--- src/rtl/pipe_pkg.sv ---
// Shared definitions for the MiniRiscV pipeline registers: default widths,
// control-bundle field offsets and instruction field positions.
package pipe_pkg;

  localparam int XLEN_DEF   = 32;
  localparam int REG_AW_DEF = 5;
  localparam int CTRL_W     = 8;

  // Bit offsets of the fields inside the packed control bundle
  localparam int CTRL_MEMREAD  = 0;
  localparam int CTRL_MEMTOREG = 1;
  localparam int CTRL_MEMWRITE = 2;
  localparam int CTRL_REGWRITE = 3;
  localparam int CTRL_ALUSRC   = 4;
  localparam int CTRL_ALUOP    = 5;
  localparam int CTRL_ALUOP_W  = 2;

  // Positions of the function fields inside a raw RV32 instruction
  localparam int FUNC3_LSB = 12;
  localparam int FUNC7_LSB = 25;

  // Control bundle as a named structure, MemRead in bit 0
  typedef struct packed {
    logic       spare;
    logic [1:0] alu_op;
    logic       alu_src;
    logic       reg_write;
    logic       mem_write;
    logic       mem_to_reg;
    logic       mem_read;
  } ctrl_t;

  // True when the bundle would change architectural state downstream
  function automatic logic ctrl_has_side_effect(input logic [CTRL_W-1:0] ctrl);
    return ctrl[CTRL_MEMWRITE] | ctrl[CTRL_REGWRITE];
  endfunction

endpackage

--- src/rtl/id_ex_pipe_reg_fwd_select.sv ---
// Priority forwarding mux: matches one register address against all
// writeback sources; the lowest-indexed (youngest) matching source wins.
// Register x0 is never forwarded.
module fwd_select
  import pipe_pkg::*;
#(
  parameter int XLEN    = XLEN_DEF,
  parameter int REG_AW  = REG_AW_DEF,
  parameter int NUM_FWD = 2
) (
  input  logic [REG_AW-1:0]         addr,
  input  logic [NUM_FWD-1:0]        fwd_we,
  input  logic [NUM_FWD*REG_AW-1:0] fwd_rd,
  input  logic [NUM_FWD*XLEN-1:0]   fwd_data,
  input  logic [XLEN-1:0]           fallback,
  output logic                      hit,
  output logic [XLEN-1:0]           data
);

  // Scan oldest to youngest so the youngest match is the last one assigned
  always_comb begin
    hit  = 1'b0;
    data = fallback;
    for (int j = NUM_FWD - 1; j >= 0; j--) begin
      if (fwd_we[j] && (fwd_rd[j*REG_AW +: REG_AW] == addr) && (addr != '0)) begin
        hit  = 1'b1;
        data = fwd_data[j*XLEN +: XLEN];
      end
    end
  end

endmodule

--- src/rtl/id_ex_pipe_reg.sv ---
// ID/EX pipeline register with internal operand forwarding, stall-hold with
// forwarded-operand refresh, flush-to-bubble and a saturating bubble counter.
// All state changes on the falling edge of clk; rst is async active-low.
module id_ex_pipe_reg #(
  parameter int XLEN    = 32,
  parameter int REG_AW  = 5,
  parameter int NUM_OPS = 2,
  parameter int NUM_FWD = 2,
  parameter int CTRL_W  = 8,
  parameter int CNT_W   = 16
) (
  input  logic                      clk,
  input  logic                      rst,
  input  logic                      flush,
  input  logic                      stall,
  input  logic                      in_valid,
  input  logic [CTRL_W-1:0]         in_ctrl,
  input  logic [31:0]               in_instr,
  input  logic [XLEN-1:0]           in_imm,
  input  logic [REG_AW-1:0]         in_rd,
  input  logic [NUM_OPS*REG_AW-1:0] in_rs_addr,
  input  logic [NUM_OPS*XLEN-1:0]   in_rs_data,
  input  logic [NUM_FWD-1:0]        fwd_we,
  input  logic [NUM_FWD*REG_AW-1:0] fwd_rd,
  input  logic [NUM_FWD*XLEN-1:0]   fwd_data,
  output logic                      out_valid,
  output logic [CTRL_W-1:0]         out_ctrl,
  output logic [XLEN-1:0]           out_imm,
  output logic [2:0]                out_func3,
  output logic [6:0]                out_func7,
  output logic [REG_AW-1:0]         out_rd,
  output logic [NUM_OPS*REG_AW-1:0] out_rs_addr,
  output logic [NUM_OPS*XLEN-1:0]   out_rs_data,
  output logic [NUM_OPS-1:0]        out_fwd_hit,
  output logic [CNT_W-1:0]          bubble_cnt
);

  import pipe_pkg::*;

  logic [NUM_OPS-1:0]      ld_hit;
  logic [NUM_OPS*XLEN-1:0] ld_data;
  logic [NUM_OPS-1:0]      rf_hit;
  logic [NUM_OPS*XLEN-1:0] rf_data;
  logic                    make_bubble;
  logic                    instr_unused;

  // Only func3/func7 are carried forward; the other instruction bits are
  // already represented by the decoded fields.
  assign instr_unused = ^{in_instr[FUNC7_LSB-1:FUNC3_LSB+3], in_instr[FUNC3_LSB-1:0]};

  // A flush, or an empty ID slot while not stalled, turns EX into a bubble
  assign make_bubble = flush | (~stall & ~in_valid);

  // Two forwarding muxes per operand: one for fresh loads, one for refresh
  for (genvar i = 0; i < NUM_OPS; i++) begin : g_op
    fwd_select #(
      .XLEN    (XLEN),
      .REG_AW  (REG_AW),
      .NUM_FWD (NUM_FWD)
    ) u_ld_sel (
      .addr     (in_rs_addr[i*REG_AW +: REG_AW]),
      .fwd_we   (fwd_we),
      .fwd_rd   (fwd_rd),
      .fwd_data (fwd_data),
      .fallback (in_rs_data[i*XLEN +: XLEN]),
      .hit      (ld_hit[i]),
      .data     (ld_data[i*XLEN +: XLEN])
    );

    fwd_select #(
      .XLEN    (XLEN),
      .REG_AW  (REG_AW),
      .NUM_FWD (NUM_FWD)
    ) u_rf_sel (
      .addr     (out_rs_addr[i*REG_AW +: REG_AW]),
      .fwd_we   (fwd_we),
      .fwd_rd   (fwd_rd),
      .fwd_data (fwd_data),
      .fallback (out_rs_data[i*XLEN +: XLEN]),
      .hit      (rf_hit[i]),
      .data     (rf_data[i*XLEN +: XLEN])
    );
  end

  // Stage register: bubble beats stall-refresh, which beats a normal load
  always_ff @(negedge clk or negedge rst) begin
    if (!rst) begin
      out_valid   <= 1'b0;
      out_ctrl    <= '0;
      out_imm     <= '0;
      out_func3   <= '0;
      out_func7   <= '0;
      out_rd      <= '0;
      out_rs_addr <= '0;
      out_rs_data <= '0;
      out_fwd_hit <= '0;
      bubble_cnt  <= '0;
    end else if (make_bubble) begin
      out_valid   <= 1'b0;
      out_ctrl    <= '0;
      out_imm     <= '0;
      out_func3   <= '0;
      out_func7   <= '0;
      out_rd      <= '0;
      out_rs_addr <= '0;
      out_rs_data <= '0;
      out_fwd_hit <= '0;
      bubble_cnt  <= (&bubble_cnt) ? bubble_cnt : bubble_cnt + CNT_W'(1);
    end else if (stall) begin
      for (int i = 0; i < NUM_OPS; i++) begin
        if (out_valid && rf_hit[i]) begin
          out_rs_data[i*XLEN +: XLEN] <= rf_data[i*XLEN +: XLEN];
          out_fwd_hit[i]              <= 1'b1;
        end
      end
    end else begin
      out_valid   <= 1'b1;
      out_ctrl    <= in_ctrl;
      out_imm     <= in_imm;
      out_func3   <= in_instr[FUNC3_LSB +: 3];
      out_func7   <= in_instr[FUNC7_LSB +: 7];
      out_rd      <= in_rd;
      out_rs_addr <= in_rs_addr;
      out_rs_data <= ld_data;
      out_fwd_hit <= ld_hit;
    end
  end

endmodule

--- config.mk ---
export PLATFORM = sky130hd
export DESIGN_NAME = id_ex_pipe_reg
export DESIGN_NICKNAME = d
export VERILOG_FILES = /design/src/rtl/pipe_pkg.sv /design/src/rtl/id_ex_pipe_reg_fwd_select.sv /design/src/rtl/id_ex_pipe_reg.sv
export SDC_FILE = /design/constraint.sdc
export NUM_CORES = 1
export LEC_CHECK = 0
export CAP_MARGIN = 20
export CORE_MARGIN = 4
export CORE_UTILIZATION = 47
export DETAILED_ROUTE_END_ITERATION = 16
export GPL_TIMING_DRIVEN = 0
export PLACE_DENSITY_LB_ADDON = 0.25
export SLEW_MARGIN = 20
export SYNTH_ARGS = -nofsm -noshare
export SYNTH_HDL_FRONTEND = slang
export SYNTH_HIERARCHICAL = 1
export SYNTH_SLANG_ARGS = --single-unit
--- constraint.sdc ---
create_clock -name clk -period 3.05 [get_ports clk]
set_input_delay 0.305 -clock clk [delete_from_list [all_inputs] [get_ports clk]]
set_output_delay 0.305 -clock clk [all_outputs]
set_load 0.05 [all_outputs]
==> results.md <==
- Status: complete, but fails checks
- Violated checks: setup timing
- Worst reg2reg setup slack: about 0.38 ns
- Yosys warns: 6
- Crit path kind: input pin to flip-flop
- CP arrival: approximately 2.1 ns
- Synthesized cell area: about 11000 um^2
- Rel. slew slack: 0.4991
- CP required: between 1.5 and 2 ns
- Root buf cell: clkbuf_16
- Yosys top cell area share: 0.3324
- Final setup margin: -0.3520 ns
- Peak supply drop: 0.5017 mV
- Post-Synthesis Cells: ~1500
- Worst-Skew Late Latency: between 0.4 and 0.5 ns
- Global-route usage over all layers: 0.3785
- Post-Place Cells: between 2000 and 2500
- Pwr Density: slightly above 400 nW/um^2
- Commonest non-fill, non-tap cell in the layout: clkdlybuf4s50_1
- Worst path slowest cell: or4_4
- Utilization after layout: 0.7443
- Die area: roughly 26000 um^2
- Startpoint types: input pin
- Setup crit end kind: flip-flop
- Number of distinct library cells after synthesis: 39
- Via count: roughly 14000
- Syn_area_per_cell: 7.615 um^2
- Hold Crit Class: flip-flop to flip-flop
- Max-Cap Viols: 0
- Final Cell Area: roughly 17000 um^2
- P&R area growth vs syn: 56.36%
- DRT Pass-1 Iters: 9
- Crit-path max FO: 10
- Peak per-stage delay on the critical path: about 0.57 ns
- Share of cells above drive strength 1: 0.2784
- Vias in the first global route: 14043
- H-tree depth: 4
- Commonest non-fill, non-tap cells in the layout: clkdlybuf4s50_1 (186), dfrtn_1 (148), buf_2 (136)
- Via/cell ratio: ~6.4
- I/O pins: 380
- Post-DRT Antenna Nets: 0
- Area leader, netlist: dfrtn_1
- CTS buffer count: 17
- Core box area: about 23000 um^2
- Post-synthesis sequential area ratio: 0.3324
- Area after DPL: between 15000 and 20000 um^2
- # nets final: between 2000 and 2500
- Chip Width: around 160 um
- Largest cells by area after synthesis: dfrtn_1 (33%), a31oi_1 (7.2%), or3_1 (7.2%), mux2i_1 (5.8%), nor3_1 (5.8%)
- GRT Residual Overflow: 0
- Die Y: around 160 um
- Final WL: between 50000 and 60000 um
- Post-CTS Hold Fix Bufs: 0
- Slew Viols, Final: 0
- DR iter-0 viols: around 1900
- Seq cells post-synth: about 150
- Detail Placement HPWL: around 37000 um
- Sink Count: 148
- Final hold violations: 0
- CTS clk-pin slew, worst paths: about 0.05 ns
- Worst hold margin: 0.4608 ns
- Num rows: 56
- Initial antenna violation count: 0
- CP Buf/Inv Count: 3
- Post-Place Setup Slack: -1.686 ns
- First-pass GRT wire length: between 70000 and 80000 um
- I/O Buffers: ~360
- Slew @ Worst Pin: about 0.75 ns
- CTS max path bufs: 2
- Final Wtd Congestion: 0.9802
- Crit path cell chain: buf_8 > or4_4 > o211ai_4 > buf_12 > buf_6 > or3_1 > a31oi_1 > nor2_1 > a311oi_2
- Largest net degree at the start of global routing: approximately 100
- Starting Density: 0.4760
- Post-synthesis net count: 1696
- Clk_skew: around 0.011 ns
- Sum Neg Setup Slack: -18.92 ns
- Tot Pwr: between 7 and 8 mW
- DRC viols: 0
- Lkg Pwr: approximately 7.5 nW
- Wire length per cell: approximately 24 um
- CTS tree: built
- CP top delay family: simple AND/OR/NAND/NOR gates
- RSZ-0062 raised after global routing: true
- Diodes inserted: 0
- FILL cells: ~1800
- Endpoints failing setup: approximately 120
- Non-Filler Instances: roughly 2200
[path summary, 6_finish.rpt]
path                                startpoint               to  cells past startpoint
worst max-delay path             in_rs_addr[2]  out_rs_data[14]                      9
worst min-delay path            bubble_cnt[14]   bubble_cnt[14]                      1
worst max register to register  out_rs_addr[9]  out_rs_data[56]                     12
worst min register to register  bubble_cnt[14]   bubble_cnt[14]                      1
max in group asynchronous                  rst    bubble_cnt[7]                      2
min in group asynchronous                  rst  out_rs_data[28]                      1
[flip-flops by register name, indices dropped and copies added, names as in the netlist, 3 cells and up]
name and flops:
bubble_cnt 16, out_ctrl 8, out_func3 3, out_func7 7, out_imm 32, out_rd 5
out_rs_addr 10, out_rs_data 64
[worst reg2reg max path, delay by kind of cell (launching register included)]
| kind | cells | cell delay, ns |
|---|---|---|
| DFF | 1 | 0.45 |
| AOI/OAI and AO/OA | 3 | 0.57 |
| and+or+nand+nor | 4 | 0.86 |
| buffers and inverters | 5 | 0.79 |
[kinds of logic after synthesis]
logic type	synth area share
muxes	0.05941
adders and majority gates	0.001123
and+or+nand+nor	0.2516
xor gates and xnor gates	0.04167
buffers and inverters	0.1148
AOI/OAI and AO/OA	0.1990
DFF	0.3324
[power by group]
| group | total, mW | switching (mW) | internal, mW |
|---|---|---|---|
| clock | 2.29 | 1.15 | 1.14 |
| sequential | 2.29 | 0.160 | 2.13 |
| combinational | 2.49 | 1.57 | 0.918 |
| total | 7.07 | 2.88 | 4.19 |
[per-layer routing]
layer | share of wire | global-route usage | up-vias | routed length (um)
met3 | 0.13 | 0.09718 | 283 | 7016
met1 | 0.34 | 0.4538 | 6577 | 18180
met5 | 0 | 0 | - | 0
li1 | - | - | 6121 | -
met4 | 0.060 | 0.2072 | 0 | 3187
met2 | 0.47 | 0.6235 | 1297 | 24860
[what timing repair did]
action                     CTS  global route
setup endpoints to repair  291           186
gates resized for setup    981           246
buffers inserted            50             9
pin swaps                  116            77
gates cloned                13             4
[synthesized netlist by cell type, drive strengths merged]
cell type	number
mux2i	65
xnor2	49
clkbuf	88
or3b	1
nor2	139
a21oi	5
a311oi	65
xor2	4
and3	5
nor3	130
nand2	69
buf	67
o211ai	9
o21bai	1
o21ai	132
o21a	1
ha	1
nand3	70
and4	3
nand4	11
mux2	1
or4	4
or3	128
dfrtn	148
a211oi	2
a31oi	129
or2	4
inv	132
[cell type report]
class / instances / area [um^2] / share of cell area
Clock buffer: 17 / 425.4 / 0.02442
Sequential cell: 148 / 3704 / 0.2126
Inverter: 132 / 495.5 / 0.02844
Multi-Input combinational cell: 1028 / 7092 / 0.4071
Tap cell: 319 / 399.1 / 0.02291
Buffer: 149 / 1326 / 0.07614
Clock inverter: 15 / 203.9 / 0.01171
Timing Repair Buffer: 429 / 3774 / 0.2166
Power figures use the tool's default switching activity.
